## src/rtl/background_tile_fetch.sv

```systemverilog
// Background tile fetch: maps each raster pixel to a word read from the
// 64x32-bit background index memory and extracts that pixel's 4-bit tile
// index. Fixed 3-cycle latency at one pixel per cycle, no stalls.
module background_tile_fetch #(
    parameter int unsigned TILE_W = 20,
    parameter int unsigned TILE_H = 30,
    parameter int unsigned COLS   = 32,
    parameter int unsigned ROWS   = 16
) (
    input  logic        clk_clk,
    input  logic        reset_reset,
    input  logic        pix_valid,
    input  logic        pix_sof,
    input  logic        pix_sol,
    input  logic [4:0]  scroll_col,
    output logic [5:0]  mem_address,
    output logic        mem_chipselect,
    output logic        mem_clken,
    output logic        mem_write,
    output logic        mem_debugaccess,
    output logic [3:0]  mem_byteenable,
    output logic [31:0] mem_writedata,
    input  logic [31:0] mem_readdata,
    output logic        tile_valid,
    output logic [3:0]  tile_index,
    output logic [4:0]  tile_px_x,
    output logic [4:0]  tile_px_y
);

    localparam logic [4:0] XLast   = 5'(TILE_W - 1);
    localparam logic [4:0] YLast   = 5'(TILE_H - 1);
    localparam logic [4:0] ColLast = 5'(COLS - 1);
    localparam logic [3:0] RowLast = 4'(ROWS - 1);

    // Coordinates of the most recently accepted pixel
    logic [4:0] x_sub_q, x_sub_d;
    logic [4:0] col_q, col_d;
    logic [4:0] y_sub_q, y_sub_d;
    logic [3:0] row_q, row_d;
    logic [4:0] scroll_q, scroll_d;
    logic       synced_q, synced_d;
    logic       accept;
    logic [4:0] ecol;

    // Stage 1: read request plus delayed pixel attributes
    logic [5:0] addr_q;
    logic       cs_q;
    logic [2:0] nib_s1_q;
    logic [4:0] px_s1_q, py_s1_q;

    // Stage 2: aligned with mem_readdata
    logic       v_s2_q;
    logic [2:0] nib_s2_q;
    logic [4:0] px_s2_q, py_s2_q;

    // Stage 3: output registers
    logic       tv_q;
    logic [3:0] idx_q;
    logic [4:0] tx_q, ty_q;

    // Next coordinates for the pixel presented this cycle; sof dominates sol
    always_comb begin
        x_sub_d  = x_sub_q;
        col_d    = col_q;
        y_sub_d  = y_sub_q;
        row_d    = row_q;
        scroll_d = scroll_q;
        synced_d = synced_q;
        accept   = 1'b0;
        if (pix_valid && pix_sof) begin
            x_sub_d  = '0;
            col_d    = '0;
            y_sub_d  = '0;
            row_d    = '0;
            scroll_d = scroll_col;
            synced_d = 1'b1;
            accept   = 1'b1;
        end else if (pix_valid && synced_q) begin
            accept = 1'b1;
            if (pix_sol) begin
                x_sub_d = '0;
                col_d   = '0;
                if (y_sub_q == YLast) begin
                    y_sub_d = '0;
                    row_d   = (row_q == RowLast) ? 4'd0 : row_q + 4'd1;
                end else begin
                    y_sub_d = y_sub_q + 5'd1;
                end
            end else begin
                if (x_sub_q == XLast) begin
                    x_sub_d = '0;
                    col_d   = (col_q == ColLast) ? 5'd0 : col_q + 5'd1;
                end else begin
                    x_sub_d = x_sub_q + 5'd1;
                end
            end
        end
    end

    // 5-bit add wraps naturally modulo 32
    assign ecol = col_d + scroll_d;

    // Raster counters, latched scroll and sync flag
    always_ff @(posedge clk_clk) begin
        if (reset_reset) begin
            x_sub_q  <= '0;
            col_q    <= '0;
            y_sub_q  <= '0;
            row_q    <= '0;
            scroll_q <= '0;
            synced_q <= 1'b0;
        end else begin
            x_sub_q  <= x_sub_d;
            col_q    <= col_d;
            y_sub_q  <= y_sub_d;
            row_q    <= row_d;
            scroll_q <= scroll_d;
            synced_q <= synced_d;
        end
    end

    // Stage 1: issue the word read; address holds while idle
    always_ff @(posedge clk_clk) begin
        if (reset_reset) begin
            addr_q   <= '0;
            cs_q     <= 1'b0;
            nib_s1_q <= '0;
            px_s1_q  <= '0;
            py_s1_q  <= '0;
        end else begin
            cs_q <= accept;
            if (accept) begin
                addr_q   <= {row_d, ecol[4:3]};
                nib_s1_q <= ecol[2:0];
                px_s1_q  <= x_sub_d;
                py_s1_q  <= y_sub_d;
            end
        end
    end

    // Stage 2: delay attributes to line up with the returned word
    always_ff @(posedge clk_clk) begin
        if (reset_reset) begin
            v_s2_q   <= 1'b0;
            nib_s2_q <= '0;
            px_s2_q  <= '0;
            py_s2_q  <= '0;
        end else begin
            v_s2_q   <= cs_q;
            nib_s2_q <= nib_s1_q;
            px_s2_q  <= px_s1_q;
            py_s2_q  <= py_s1_q;
        end
    end

    // Stage 3: nibble extract; outputs hold while tile_valid is low
    always_ff @(posedge clk_clk) begin
        if (reset_reset) begin
            tv_q  <= 1'b0;
            idx_q <= '0;
            tx_q  <= '0;
            ty_q  <= '0;
        end else begin
            tv_q <= v_s2_q;
            if (v_s2_q) begin
                idx_q <= mem_readdata[{nib_s2_q, 2'b00} +: 4];
                tx_q  <= px_s2_q;
                ty_q  <= py_s2_q;
            end
        end
    end

    assign mem_address     = addr_q;
    assign mem_chipselect  = cs_q;
    assign mem_clken       = 1'b1;
    assign mem_write       = 1'b0;
    assign mem_debugaccess = 1'b0;
    assign mem_byteenable  = 4'hF;
    assign mem_writedata   = '0;
    assign tile_valid      = tv_q;
    assign tile_index      = idx_q;
    assign tile_px_x       = tx_q;
    assign tile_px_y       = ty_q;

endmodule

```

## config.mk

```make
export PLATFORM = sky130hd
export DESIGN_NAME = background_tile_fetch
export DESIGN_NICKNAME = d
export VERILOG_FILES = /design/src/rtl/background_tile_fetch.sv
export SDC_FILE = /design/constraint.sdc
export NUM_CORES = 1
export LEC_CHECK = 0
export ABC_AREA = 1
export BUFFER_PORTS_ARGS = -buffer_cell sky130_fd_sc_hd__buf_2
export CAP_MARGIN = 20
export CORE_ASPECT_RATIO = 1.5
export CORE_UTILIZATION = 49
export CTS_BUF_LIST = sky130_fd_sc_hd__clkbuf_4 sky130_fd_sc_hd__clkbuf_8
export CTS_CLUSTER_DIAMETER = 30
export DETAILED_ROUTE_END_ITERATION = 12
export GPL_TIMING_DRIVEN = 1
export PLACE_DENSITY = 0.89
export SLEW_MARGIN = 20
export SYNTH_ARGS = -nofsm -noshare
export SYNTH_HDL_FRONTEND = slang
export SYNTH_SLANG_ARGS = --single-unit
```

## constraint.sdc

```tcl
create_clock -name clk_clk -period 2.55 [get_ports clk_clk]
set_input_delay 0.51 -clock clk_clk [delete_from_list [all_inputs] [get_ports clk_clk]]
set_output_delay 0.51 -clock clk_clk [all_outputs]
set_load 0.1 [all_outputs]
```

==> results.json, run 1 <==
{
  "status": "complete, no violations",
  "fmax_ghz": 0.411,
  "synth.area.top_cells": "dfxtp_1 40%, buf_4 8.1%, nor2_1 7.7%",
  "finalSetupViolCount": 0,
  "timing.rr.start": "col_q[1]$_SDFF_PP0_",
  "start_kind": "flip-flop",
  "post-route-drc-count": 0,
  "internal-power_mw": 1.77,
  "rsz0062_at_grt": "true",
  "grt_max_degree": 33,
  "critPathLaunch": "col_q[1]$_SDFF_PP0_",
  "cts_buffers": 9,
  "layout_common_cells": "74 x nor2_1, 71 x inv_1, 70 x dfxtp_1",
  "crit_type": "reg -> reg",
  "start_util": 0.509,
  "power_per_cell_area_nw_per_um2": 638,
  "finClkSkew_ns": 0.00773,
  "numPortBuffers": 63,
  "finalWirelength_um": 7970,
  "slowest_stage": "fa_2",
  "core_um2": 7270,
  "via_per_inst": 4.79,
  "power_mw": 2.71,
  "synth-edff-count": 0,
  "stdcell_area_um2": 4250,
  "clk_pin_slew_worst_paths_ns": 0.08,
  "cts.path.max_buffers": 2,
  "synth_area_um2": 3700,
  "area_growth_pct": 14.8,
  "insertion_delay_ns": 0.35,
  "ir_drop_mv": 0.323,
  "crit_end": "mem_address[1]$_SDFFE_PP0P_",
  "grt_pass1_vias": 3111,
  "crit_fanout": 3,
  "grtUsageTotal": 0.211,
  "post-route-period-util": 0.954,
  "pwr-share-comb": 0.219,
  "cts_root_buffer": "clkbuf_8",
  "tightest_slew_ns": 0.840,
  "dr.pass1.iters": 5,
  "switchingPower_mw": 0.944,
  "io-pin-count": 103,
  "synth_top_area_frac": 0.400,
  "leakagePower_nw": 2.12,
  "cp_cell_sequence": "ha_4 -> nand2_1 -> nor2_1 -> ha_2 -> nor2_1 -> nand2_1 -> nand2_1 -> inv_1 -> nor2_1 -> ha_2 -> inv_2 -> fa_2 -> nand3b_1 -> nand2_1 -> nand2_1 -> nand2_2 -> inv_1 -> nand2_1 -> nand3_1 -> nand2_1 -> inv_1",
  "netlist_instances": 514,
  "cts_hold_buf": 0,
  "std_cell_rows": 38,
  "ys.warnings.count": 0,
  "drive_above_1_share": 0.220,
  "cts_tree": "built",
  "syn_area_per_cell_um2": 7.21,
  "synth_cell_types": 36,
  "fp.dieH_um": 108,
  "switching_share": 0.348,
  "slew_headroom": 0.439,
  "place_area_um2": 3970,
  "power.sequential.fraction": 0.453,
  "cp_common_cell": "nand2_1",
  "antenna_cells": 0,
  "layout_commonest_cell": "nor2_1",
  "layout.nets": 635,
  "via_count": 3293,
  "ys_seq_elements": 74,
  "die_width_um": 73.0,
  "grt_pass1_wl_um": 12900,
  "yosysSeqAreaShare": 0.400,
  "dieArea_um2": 7920,
  "async_reset_ff_frac": 0,
  "hold_viol_final": 0,
  "r2r_end": "mem_address[1]$_SDFFE_PP0P_",
  "cp.arrival_ns": 2.68,
  "ys.flop_type": "dfxtp_1",
  "antenna_found_initial": 0,
  "drt_iter0_markers": 127,
  "worst_setup_path_end_kind": "flip-flop",
  "period_minus_slack_ns": 2.43,
  "reg2reg_depth": 21,
  "critical_path_required_ns": 2.80,
  "min_path_type": "reg -> reg",
  "finalMaxSlewViolations": 0,
  "yosysTopAreaCell": "dfxtp_1",
  "place_hpwl_um": 5750,
  "ctsHtreeMaxLevel": 3,
  "regToRegSetupSlack_ns": 0.12,
  "cpPeakStageDelay_ns": 0.35,
  "clock_power_share": 0.328,
  "antenna_left": 0,
  "routedWlPerCell_um": 11.6,
  "place.gp.congestion": 0.866,
  "clock_sinks": 74,
  "maxCapViolations": 0,
  "grt_overflow_total": 0
}
synthesized netlist by cell type (4+ instances only):
master / count
a21oi_1: 31
buf_2: 6
buf_4: 40
clkbuf_1: 8
dfxtp_1: 74
ha_1: 10
inv_1: 73
nand2_1: 69
nand2_4: 4
nand3_1: 30
nand4_1: 4
nor2_1: 76
o211ai_1: 5
o21ai_0: 43
or2_2: 5
xor2_1: 4
flip-flops by register name, summed over array words and instances, names as in the netlist:
signal / flops
py_s2_q: 5
mem_address: 6
tile_px_y: 5
tile_px_x: 5
nib_s2_q: 3
scroll_q: 5
v_s2_q: 1
synced_q: 1
px_s1_q: 5
x_sub_q: 5
px_s2_q: 5
col_q: 5
tile_valid: 1
py_s1_q: 5
mem_chipselect: 1
row_q: 4
y_sub_q: 5
tile_index: 4
nib_s1_q: 3
worst min path at each step:
stage / slack (ns) / from / end / depth (start not counted)
floorplan: 0.40 / py_s1_q[1]$_SDFFE_PP0P_ / py_s2_q[1]$_SDFF_PP0_ / 2
global placement: 0.40 / nib_s1_q[1]$_SDFFE_PP0P_ / nib_s2_q[1]$_SDFF_PP0_ / 2
detailed placement: 0.41 / nib_s1_q[0]$_SDFFE_PP0P_ / nib_s2_q[0]$_SDFF_PP0_ / 2
CTS: 0.42 / px_s1_q[3]$_SDFFE_PP0P_ / px_s2_q[3]$_SDFF_PP0_ / 2
global route: 0.44 / py_s1_q[0]$_SDFFE_PP0P_ / py_s2_q[0]$_SDFF_PP0_ / 2
finish: 0.42 / py_s1_q[2]$_SDFFE_PP0P_ / py_s2_q[2]$_SDFF_PP0_ / 2
logic make-up (layout without fill, tap and decap cells):
kind of cell | Yosys count | in the layout | share of synthesized area
other cells | 2 | 39 | 0.00203
buf+inv | 134 | 170 | 0.181
flops | 74 | 74 | 0.400
simple gates | 202 | 202 | 0.243
compound gates | 87 | 87 | 0.126
xor+xnor | 4 | 4 | 0.00946
fa+ha+maj | 11 | 11 | 0.0392
metrics by stage:
step                setup WS, ns   util  hold WS, ns  instances  TNS, ns
floorplan                  0.193      -        0.397        551        0
global placement          0.0638  0.546        0.404        666        0
detailed placement       -0.0741  0.546        0.410        666  -0.0741
CTS                      0.00677  0.580        0.418        687        0
global route              -0.105  0.584        0.436        687   -0.105
finish                     0.117  0.584        0.419        687        0
layout make-up:
| type | instances | area, um2 |
|---|---|---|
| Clock buffer | 11 | 139 |
| Clock inverter | 5 | 55.1 |
| Fill cell | 665 | 3020 |
| Inverter | 77 | 292 |
| Multi-Input combinational cell | 343 | 1730 |
| Sequential cell | 74 | 1490 |
| Tap cell | 100 | 125 |
| Timing Repair Buffer | 77 | 420 |
power groups by stage:
stage | Combinational [mW] | Clock, mW | Sequential [mW]
2_1_floorplan | 0.449 | 0 | 1.35
3_3_place_gp | 0.582 | 0 | 1.25
3_5_place_dp | 0.590 | 0 | 1.25
4_1_cts | 0.593 | 0.906 | 1.23
5_1_grt | 0.631 | 0.959 | 1.23
6_report | 0.595 | 0.889 | 1.23
metal layers:
layer	wire length, um	GRT usage	vias to the layer above
met4	175	0.0994	0
met1	3190	0.215	1486
met3	453	0.0541	14
met2	4150	0.392	124
met5	0	0	-
li1	-	-	1669
critical path: cells and delay by family, from the launching register on:
family / cells / cell delay, ns
simple gates: 13 / 0.96
fa+ha+maj: 4 / 0.87
flops: 1 / 0.34
buf+inv: 4 / 0.15
timing repair:
action                     in CTS  in global routing
setup endpoints to repair       1                  1
gates resized for setup        10                  7
pin swaps                       9                  5
buffers inserted                5                  0
(Power assumes the default switching activity.)
==> inputs of run 2 (changes only) <==
--- a/config.mk
+++ b/config.mk
@@ -5,9 +5,7 @@
 export SDC_FILE = /design/constraint.sdc
 export NUM_CORES = 1
 export LEC_CHECK = 0
-export ABC_AREA = 1
 export BUFFER_PORTS_ARGS = -buffer_cell sky130_fd_sc_hd__buf_2
-export CAP_MARGIN = 20
 export CORE_ASPECT_RATIO = 1.5
 export CORE_UTILIZATION = 49
 export CTS_BUF_LIST = sky130_fd_sc_hd__clkbuf_4 sky130_fd_sc_hd__clkbuf_8
==> results.json, run 2 <==
{
  "status": "finished, violations left",
  "violations": "negative setup slack",
  "largest_reg_flops": 6,
  "grt_max_degree": 33,
  "cts_tree": "built",
  "fin_tns_setup_ns": -0.0687,
  "synth_cell_types": 62,
  "start_util": 0.504,
  "finClkSkew_ns": 0.00744,
  "cts.path.max_buffers": 2,
  "rsz0062_at_grt": "true",
  "layout_commonest_cell": "dfxtp_1",
  "antenna_left": 0,
  "fp.dieH_um": 107,
  "via_per_inst": 5.12,
  "antenna_cells": 0,
  "place_hpwl_um": 5610,
  "min_path_cells": 3,
  "place.gp.congestion": 0.932,
  "die_width_um": 72.1,
  "finalSetupViolCount": 1,
  "power_per_cell_area_nw_per_um2": 602,
  "busiest_layer": "met2",
  "tightest_slew_ns": 0.908,
  "clock_sinks": 74,
  "synth-edff-count": 0,
  "synth.area.top_cells": "dfxtp_1 41%, buf_4 8.5%, mux4_2 5.0%",
  "io-pin-count": 103,
  "holdWs_ns": 0.436,
  "ys_seq_elements": 74,
  "yosysMostFrequentCell": "dfxtp_1",
  "leakagePower_nw": 1.84,
  "crit_fanout": 5,
  "ctsHtreeMaxLevel": 3,
  "drt_iter0_markers": 169,
  "grt_overflow_total": 0,
  "min_path_type": "in -> reg",
  "core_um2": 7180,
  "async_reset_ff_frac": 0,
  "cts_buffers": 9,
  "grt_pass1_wl_um": 11900,
  "met3_usage": 0.0442,
  "post-route-period-util": 1.03,
  "start_kind": "flip-flop",
  "numPortBuffers": 63,
  "slew_headroom": 0.394,
  "synth_area_um2": 3620,
  "final_cells": 559,
  "layout.nets": 507,
  "area_growth_pct": 17.5,
  "dr.pass1.iters": 4,
  "crit_type": "reg -> reg",
  "fmax_ghz": 0.382,
  "grt_pass1_vias": 2628,
  "stdcell_area_um2": 4250,
  "post-place-ws_ns": -0.156,
  "met1_usage": 0.217,
  "ys.warnings.count": 0,
  "final_util": 0.592,
  "use_met2": 0.360,
  "routedWlPerCell_um": 14.1,
  "ys.flop_type": "dfxtp_1",
  "place_inst": 543,
  "ir_drop_mv": 0.322,
  "maxCapViolations": 0,
  "yosysSeqAreaShare": 0.410,
  "finalMaxSlewViolations": 0,
  "period_minus_slack_ns": 2.62,
  "yosys-top-cells-count": "74 x dfxtp_1, 42 x nor2_1, 41 x buf_4",
  "insertion_delay_ns": 0.35,
  "hold_viol_final": 0,
  "antenna_found_initial": 0,
  "reg2reg_depth": 12,
  "yosysTopAreaCell": "dfxtp_1",
  "via_count": 2864,
  "finalWirelength_um": 7860,
  "postCtsSetupBuffers": 0,
  "cp.arrival_ns": 2.85,
  "drive_above_1_share": 0.305,
  "worst_setup_path_end_kind": "flip-flop",
  "layout_common_cells": "73 x dfxtp_1, 63 x buf_2, 40 x nor2_1",
  "netlist_instances": 377,
  "grtUsageTotal": 0.200,
  "critical_path_required_ns": 2.79,
  "finalWorstSetupSlack_ns": -0.0687,
  "std_cell_rows": 38,
  "syn_area_per_cell_um2": 9.59,
  "dieArea_um2": 7730,
  "post-route-drc-count": 0,
  "power_mw": 2.56,
  "synth_top_area_frac": 0.410,
  "clk_pin_slew_worst_paths_ns": 0.07,
  "cts_root_buffer": "clkbuf_8",
  "place_area_um2": 4000
}
==> run 2: cell count changes after synthesis, sizes merged, moves of 4 or more <==
cell / previous run / this run
a211oi: 0 / 9
nor2b: 0 / 20
mux4: 0 / 8
nand2b: 0 / 4
nor2: 81 / 45
nand3: 31 / 6
a21oi: 32 / 23
nand2: 73 / 34
a21o: 0 / 5
mux2i: 0 / 17
o21ai: 46 / 7
or2: 6 / 0
inv: 77 / 5
==> run 2: final cells by class <==
class | instances | area (um2)
Clock inverter | 3 | 23.8
Fill cell | 603 | 2930
Inverter | 5 | 18.8
Multi-Input combinational cell | 278 | 1950
Sequential cell | 74 | 1480
Timing Repair Buffer | 86 | 488
Tap cell | 100 | 125
Clock buffer | 13 | 166
==> run 2: cell families after synthesis <==
kind of cell,synth area share
compound gates,0.119
fa+ha+maj,0.0401
flops,0.410
other cells,0.00208
xor+xnor,0.0170
mux,0.100
buf+inv,0.115
simple gates,0.198
==> run 2: path summary, 6_finish.rpt <==
kind / start / end / slack (ns)
worst max-delay path: col_q[0]$_SDFF_PP0_ / mem_address[1]$_SDFFE_PP0P_ / -0.07
worst max register to register: col_q[0]$_SDFF_PP0_ / mem_address[1]$_SDFFE_PP0P_ / -0.07
worst min register to register: px_s1_q[4]$_SDFFE_PP0P_ / px_s1_q[4]$_SDFFE_PP0P_ / 0.45
worst min-delay path: scroll_col[2] / scroll_q[2]$_SDFF_PP0_ / 0.44
==> run 2: per-layer routing <==
metal,up-vias,share of wire
met5,-,0
met4,0,0.031
met3,25,0.053
met2,108,0.54
met1,1362,0.38
li1,1369,-
==> run 2: critical path: stages, from the launching register on <==
cell	delay (ns)
dfxtp_2	0.32
ha_2	0.18
and3_4	0.18
ha_4	0.17
or4_1	0.51
nand2_1	0.09
a22o_2	0.17
ha_4	0.21
nor2_2	0.16
a21oi_4	0.05
xor2_2	0.15
xnor2_1	0.14
a21o_1	0.17
==> run 2: what timing repair did <==
| action | 4_1_cts | 5_1_grt |
|---|---|---|
| setup endpoints to repair | 1 | 1 |
| hold endpoints to repair | 0 | 0 |
| pin swaps | 4 | 6 |
| hold buffers | 0 | 0 |
| resized for setup | 4 | 7 |
==> run 2: power by group <==
| group | switching, mW | leakage [nW] | internal, mW | total [mW] |
|---|---|---|---|---|
| registers | 0.0186 | 0.600 | 1.18 | 1.20 |
| clock network | 0.412 | 0.0927 | 0.430 | 0.842 |
| logic | 0.415 | 1.15 | 0.103 | 0.518 |
| total | 0.846 | 1.84 | 1.71 | 2.56 |
